**src/rtl/shifter_arbiter.sv**
```systemverilog
// Round-robin front end that shares one combinational Shifter between the EX-stage ALU (port 0)
// and the extension unit (port 1). Define SHIFTER_ARB_ROR_EN to add two-pass rotate-right.
module shifter_arbiter #(
  parameter int DW       = 32,
  parameter int SW       = 5,
  parameter bit RR_RESET = 1'b1
) (
  input  logic          clk,
  input  logic          rst_n,

  input  logic          REQ0_valid,
  output logic          REQ0_ready,
  input  logic [DW-1:0] REQ0_DA,
  input  logic [SW-1:0] REQ0_DB,
  input  logic [1:0]    REQ0_Func,
  input  logic          REQ0_Rot,
  output logic          RSP0_valid,
  output logic [DW-1:0] RSP0_DC,

  input  logic          REQ1_valid,
  output logic          REQ1_ready,
  input  logic [DW-1:0] REQ1_DA,
  input  logic [SW-1:0] REQ1_DB,
  input  logic [1:0]    REQ1_Func,
  input  logic          REQ1_Rot,
  output logic          RSP1_valid,
  output logic [DW-1:0] RSP1_DC,

  output logic [DW-1:0] SHT_DA,
  output logic [SW-1:0] SHT_DB,
  output logic [1:0]    SHT_Func,
  input  logic [DW-1:0] SHT_DC
);

  localparam logic [1:0] IDLE  = 2'd0;
  localparam logic [1:0] EXEC  = 2'd1;
  localparam logic [1:0] EXEC2 = 2'd2;
  localparam logic [1:0] RESP  = 2'd3;

  localparam logic [1:0] FN_SLL = 2'b01;
  localparam logic [1:0] FN_SRL = 2'b10;

  logic [1:0]    state_q, state_d;
  logic          ptr_q, ptr_d;
  logic          gnt_q, gnt_d;
  logic [DW-1:0] da_q, da_d;
  logic [SW-1:0] db_q, db_d;
  logic [1:0]    func_q, func_d;
  logic [DW-1:0] dc0_q, dc0_d;
  logic [DW-1:0] dc1_q, dc1_d;

  logic          grant;
  logic          grant_valid;
  logic          final_valid;
  logic [DW-1:0] final_dc;

`ifdef SHIFTER_ARB_ROR_EN
  logic          rot_q, rot_d;
  logic [DW-1:0] res_q, res_d;
  logic [SW-1:0] rot_amt;

  // DW is 2^SW, so (DW - DB) mod DW is just the SW-bit negation of DB.
  assign rot_amt = -db_q;
`else
  logic unused_rot;
  assign unused_rot = REQ0_Rot ^ REQ1_Rot;
`endif

  // When both ports are waiting, the one not served last time wins.
  always_comb begin
    grant_valid = REQ0_valid | REQ1_valid;
    if (REQ0_valid && REQ1_valid) begin
      grant = ~ptr_q;
    end else begin
      grant = REQ1_valid;
    end
  end

  always_comb begin
    REQ0_ready = rst_n && (state_q == IDLE) && grant_valid && !grant;
    REQ1_ready = rst_n && (state_q == IDLE) && grant_valid && grant;
    RSP0_valid = (state_q == RESP) && !gnt_q;
    RSP1_valid = (state_q == RESP) && gnt_q;
    RSP0_DC    = dc0_q;
    RSP1_DC    = dc1_q;
  end

  always_comb begin
    state_d     = state_q;
    ptr_d       = ptr_q;
    gnt_d       = gnt_q;
    da_d        = da_q;
    db_d        = db_q;
    func_d      = func_q;
    dc0_d       = dc0_q;
    dc1_d       = dc1_q;
`ifdef SHIFTER_ARB_ROR_EN
    rot_d       = rot_q;
    res_d       = res_q;
`endif
    SHT_DA      = '0;
    SHT_DB      = '0;
    SHT_Func    = 2'b00;
    final_valid = 1'b0;
    final_dc    = SHT_DC;

    case (state_q)
      IDLE: begin
        if (grant_valid) begin
          state_d = EXEC;
          ptr_d   = grant;
          gnt_d   = grant;
          da_d    = grant ? REQ1_DA   : REQ0_DA;
          db_d    = grant ? REQ1_DB   : REQ0_DB;
          func_d  = grant ? REQ1_Func : REQ0_Func;
`ifdef SHIFTER_ARB_ROR_EN
          rot_d   = grant ? REQ1_Rot  : REQ0_Rot;
`endif
        end
      end
      EXEC: begin
        SHT_DA   = da_q;
        SHT_DB   = db_q;
        SHT_Func = func_q;
`ifdef SHIFTER_ARB_ROR_EN
        if (rot_q) begin
          SHT_Func = FN_SRL;
          res_d    = SHT_DC;
          state_d  = EXEC2;
        end else begin
          final_valid = 1'b1;
          state_d     = RESP;
        end
`else
        final_valid = 1'b1;
        state_d     = RESP;
`endif
      end
`ifdef SHIFTER_ARB_ROR_EN
      // Second rotate pass brings the bits shifted out on the right back in on the left.
      EXEC2: begin
        SHT_DA      = da_q;
        SHT_DB      = rot_amt;
        SHT_Func    = FN_SLL;
        final_dc    = SHT_DC | res_q;
        final_valid = 1'b1;
        state_d     = RESP;
      end
`endif
      RESP: begin
        state_d = IDLE;
      end
      default: begin
        state_d = IDLE;
      end
    endcase

    if (final_valid) begin
      if (gnt_q) begin
        dc1_d = final_dc;
      end else begin
        dc0_d = final_dc;
      end
    end
  end

  always_ff @(posedge clk or negedge rst_n) begin
    if (!rst_n) begin
      state_q <= IDLE;
      ptr_q   <= RR_RESET;
      gnt_q   <= 1'b0;
      da_q    <= '0;
      db_q    <= '0;
      func_q  <= 2'b00;
      dc0_q   <= '0;
      dc1_q   <= '0;
`ifdef SHIFTER_ARB_ROR_EN
      rot_q   <= 1'b0;
      res_q   <= '0;
`endif
    end else begin
      state_q <= state_d;
      ptr_q   <= ptr_d;
      gnt_q   <= gnt_d;
      da_q    <= da_d;
      db_q    <= db_d;
      func_q  <= func_d;
      dc0_q   <= dc0_d;
      dc1_q   <= dc1_d;
`ifdef SHIFTER_ARB_ROR_EN
      rot_q   <= rot_d;
      res_q   <= res_d;
`endif
    end
  end

endmodule

```
**config.mk**
```make
export PLATFORM = sky130hd
export DESIGN_NAME = shifter_arbiter
export DESIGN_NICKNAME = d
export VERILOG_FILES = /design/src/rtl/shifter_arbiter.sv
export SDC_FILE = /design/constraint.sdc
export NUM_CORES = 1
export LEC_CHECK = 0
export CELL_PAD_IN_SITES_DETAIL_PLACEMENT = 1
export CELL_PAD_IN_SITES_GLOBAL_PLACEMENT = 1
export CORE_MARGIN = 5
export CORE_UTILIZATION = 25
export DETAILED_ROUTE_END_ITERATION = 16
export PLACE_DENSITY = 0.77
export SLEW_MARGIN = 10
export SYNTH_ARGS = -nofsm -noshare
export SYNTH_HDL_FRONTEND = slang
export SYNTH_SLANG_ARGS = --single-unit
```
**constraint.sdc**
```tcl
create_clock -name clk -period 1.46 [get_ports clk]
set_clock_uncertainty 0.05 [all_clocks]
set_input_delay 0.365 -clock clk [delete_from_list [all_inputs] [get_ports clk]]
set_output_delay 0.365 -clock clk [all_outputs]
set_load 0.01 [all_outputs]
```
### Word level (Yosys, flattened, before mapping)

Cells that the tools add are included.

| cells by class | value |
|---|---|
| shift-type cells | 0 |
| order comparisons | 0 |
| bitwise gates (word level) | 3 |
| eq/ne operators | 3 |
| multiplexer cells | 10 |
| reductions and logical operators | 13 |
| divide/modulo/power cells | 0 |
| add/sub/neg operators | 0 |
| $mul | 0 |

Operators by type and width:

| cell | count |
|---|---|
| two-way mux 32 bit | 2 |
| two-way mux 5 bit | 2 |
| logical AND 1 bit | 7 |
| two-way mux 2 bit | 3 |
| AND reduction 2 bit | 3 |
| one-hot mux 2 bit (2 select lines) | 1 |
| == test 2 x 1 -> 1 bit (second input constant) | 1 |
| == test 2 bit (second input constant) | 1 |
| zero test 1 bit | 2 |
| zero test 2 bit | 1 |
| two-way mux 1 bit | 2 |
| != test 2 bit (second input constant) | 1 |
| inverter 1 bit | 2 |
| OR 1 bit | 1 |

| storage, ports and cells | value |
|---|---|
| memories kept | 0 |
| memory bits (read-only) | 0 |
| output and inout port bits | 107 |
| bits of input ports | 116 |
| logic and storage cells | 37 |
| RAM bits | 0 |
| latch bits | 0 |
| register bits | 107 |

### Logic depth before layout (Yosys ltp)

| logic depth | value |
|---|---|
| depth in word-level cells | 4 |
| depth in mapped cells | 6 |
| gate-level depth less buffers | 3 |

### Worst setup path after synthesis

OpenSTA, ideal clock, no wires.

| timing path | value |
|---|---|
| path type | flip-flop to output port |
| from | register state_q[1] |
| to | output REQ0_ready |
| data required time | 1.045 ns |
| cell stages (with the launch flop) | 5 |
| data arrival time | 1.204 ns |
| slack | -0.159 ns |
| cell sequence | dfrtp_1 > nor2_1 > and2_1 > buf_2 > and3_1 |

| on the way | value |
|---|---|
| longest elaborated chain between the ends | 4 |

RTL lines:

| element | RTL line | source |
|---|---|---|
| from (decl) | 43 | `logic [1:0] state_q, state_d;` |
| from (signal assigned) | 182 | `state_q <= state_d;` |
| zero test 2 bit | 80 | `REQ0_ready = rst_n && (state_q == IDLE) && grant_valid && !grant;` |
| logical AND 1 bit (3 in a row) | 80 |  |
| to (decl) | 12 | `output logic REQ0_ready,` |

No other way between the ends.

### Final worst setup path

Ends and elaborated chain as after synthesis.

==> metrics.csv <==
stage,metric,value,unit
sta,tightestPinTransition,0.800,ns
synth,yosys.area_share.adder,0,
global_routing,grtUsageTotal,0.158,
sta,finalHoldViolCount,0,
setup_path,cp_data_required_time,1.04,ns
min_path,hold_class,in2async,
detailed_routing,vias,4363,
synth,yosys_warnings,0,
setup_path,crit_fanout,3,
clocking,h-tree-depth,3,
final_layout,final_area,8670,µm²
global_routing,overflow,0,
sta,totalNegativeSetupSlack,-30.02,ns
die,core_area,19300,µm²
placed_design,dpl_cell_area,7370,µm²
clocking,cts-root-buf,clkbuf_16,
final_layout,drive_gt1_frac,0.355,
global_routing,grt_pass1_wl,27.5,mm
placed_design,preCtsSetupSlack,-0.829,ns
synth,netlist_area,4850,µm²
synth,synth_top_area_share,0.547,
synth,async_flop_share,1.00,
synth,synthXorXnorAreaFrac,0,
die,die_w,149,µm
synth,synth_top_cell_by_area,dfrtp_1,
sta,relSlewSlack,0.467,
setup_path,critPathLaunchType,flip-flop,
synth,synth_compound_gate_area_share,0.109,
synth,synth_edf_count,0,
synth,synthSimpleGateAreaFrac,0.126,
detailed_routing,vias_per_cell,4.60,
detailed_routing,drt_pass1_iterations,4,
run,drv_cap,0,
detailed_routing,drcViolationCount,0,
synth,postSynthAreaPerCell,11.6,µm²
sta,fmax,523,MHz
sta,report.final.slew_viol_count,0,
synth,yosysMostFrequentCell,dfrtp_1,
sta,post-route-period-util,1.31,
synth,syn-num-nets,535,
sta,fin_crit,1.91,ns
placed_design,post-dp-hpwl,11.8,mm
die,die_area,22300,µm²
synth,synthMuxAreaShare,0.172,
clocking,cts_hold_buf,0,
global_routing,antenna_found_initial,0,
synth,ys_seq_elements,107,
setup_path,end_kind,output pin,
placed_design,place_congestion,0.783,
synth,ys_seq_area_frac,0.553,
detailed_routing,drt-total-wl,19.7,mm
detailed_routing,wl_per_cell,20.7,µm
sta,rsz0062_at_grt,yes,
detailed_routing,postRouteAntennaNets,0,
synth,synth_area_leaders,"dfrtp_1 (55%), mux2_4 (9.3%), mux2_2 (6.5%)",
clocking,clkTransAtPathRegs,0.08,ns
sta,finalSetupViolations,117,
clocking,clkLatencyLatePin,0.34,ns
sta,setup_slack,-0.450,ns
synth,netlist_top_cells_count,"dfrtp_1 (106), nand2_1 (81), and2_1 (41)",
power_and_ir_drop,p_leak,3.85,nW
final_layout,antenna_cells,0,
power_and_ir_drop,peakVddDrop,0.791,mV
global_routing,grt_pass1_vias,4852,
global_routing,grt_max_degree,63,
setup_path,cp.arrival,1.50,ns
synth,syn_inst,419,
power_and_ir_drop,p_per_area,2320,nW/µm²
clocking,clock-sinks,107,
die,pin_count,223,
die,die_h,149,µm
die,start_util,0.252,
power_and_ir_drop,power,20.1,mW
setup_path,path_class,reg2out,
synth,synth_top_flop_cell,dfrtp_1,
clocking,clock_path_buffers,2,
clocking,cts_made_buffers,9,
synth,synth_top_family_by_area,multiplexers,
die,rows,51,
final_layout,finalNetCount,795,
synth,synth_cell_types,21,
placed_design,io_buffers,220,
final_layout,area_growth,78.8,%
outcome,run_status,finished with violations,
outcome,violations,negative setup slack,
clocking,cts_tree,done,
detailed_routing,initialDrtViolationCount,88,
## worst max-delay path, cell delays in order (launching register included)
cell	delay (ns)
dfrtp_2	0.42
buf_4	0.16
nor2_4	0.12
and2_4	0.17
and3_4	0.16
buf_2	0.12
## layout by cell type (no fill, tap or decap), types with 2 or more instances in the layout
cell type,instances
and2_4,37
buf_12,8
buf_8,4
a21oi_1,40
nand2_1,79
dfrtp_2,2
and2_1,4
mux2_4,53
buf_6,47
clkinvlp_4,2
a31oi_2,9
buf_16,10
dfrtp_1,104
buf_2,6
clkdlybuf4s15_1,60
mux2_2,9
a31oi_1,31
mux2_1,2
nor2_1,2
buf_4,25
nor2_4,3
clkdlybuf4s50_1,110
dlygate4sd2_1,5
inv_8,2
clkbuf_16,15
## state kept, by name (all words and copies together), names as in the netlist
register / count
RSP0_DC: 32
RSP1_DC: 32
da_q: 32
db_q: 5
func_q: 2
gnt_q: 1
ptr_q: 1
state_q: 2
## logic make-up after synthesis
| kind of cell | count (synthesis) |
|---|---|
| and+or+nand+nor | 131 |
| DFF | 107 |
| AOI/OAI and AO/OA | 83 |
| muxes | 64 |
| buffers and inverters | 34 |
## metal layers
metal,wire length (µm),GRT usage,vias to the layer above,part of all wire
met5,0,0,-,0
met4,346,0.0352,0,0.018
met3,1340,0.0441,21,0.068
met2,10200,0.287,168,0.52
met1,7810,0.186,2215,0.40
li1,-,-,1959,-
## power by group
| part | internal, mW | switching [mW] |
|---|---|---|
| clock | 1.19 | 1.21 |
| sequential | 4.52 | 0.922 |
| combinational | 7.34 | 4.97 |
## stage by stage
step                hold WS, ns   util  instances
finish                    0.250  0.450        949
global route              0.289  0.450        949
CTS                       0.258  0.426        932
detailed placement        0.446  0.382        886
global placement          0.423  0.382        886
floorplan                0.0194      -        419
## final timing paths
check                         endpoint  slack, ns  depth (start not counted)         from
max                         REQ0_ready      -0.45                          5   state_q[1]
min                         RSP0_DC[7]       0.25                          3        rst_n
max reg2reg                RSP0_DC[22]      -0.36                          7   state_q[1]
min reg2reg                RSP0_DC[14]       0.46                          1  RSP0_DC[14]
max in group asynchronous  RSP0_DC[17]       0.51                          3        rst_n
min in group clk                 ptr_q       0.35                          2   REQ0_valid
## what timing repair did
action / CTS / global route
endpoints found under the setup margin: 212 / 185
hold endpoints to repair: 0 / 0
setup buffers: 21 / 9
pin swaps: 16 / 19
resized for setup: 365 / 86
gates cloned: 9 / 10
## layout make-up
type	count	area [µm²]
fill	2042	10600
timing repair buffer	282	3140
sequential	107	2680
multi-input combinational	278	2220
tap	265	332
clock buffer	9	225
clock inverter	7	60.1
inverter	1	3.75
Power figures use the tool's default switching activity.
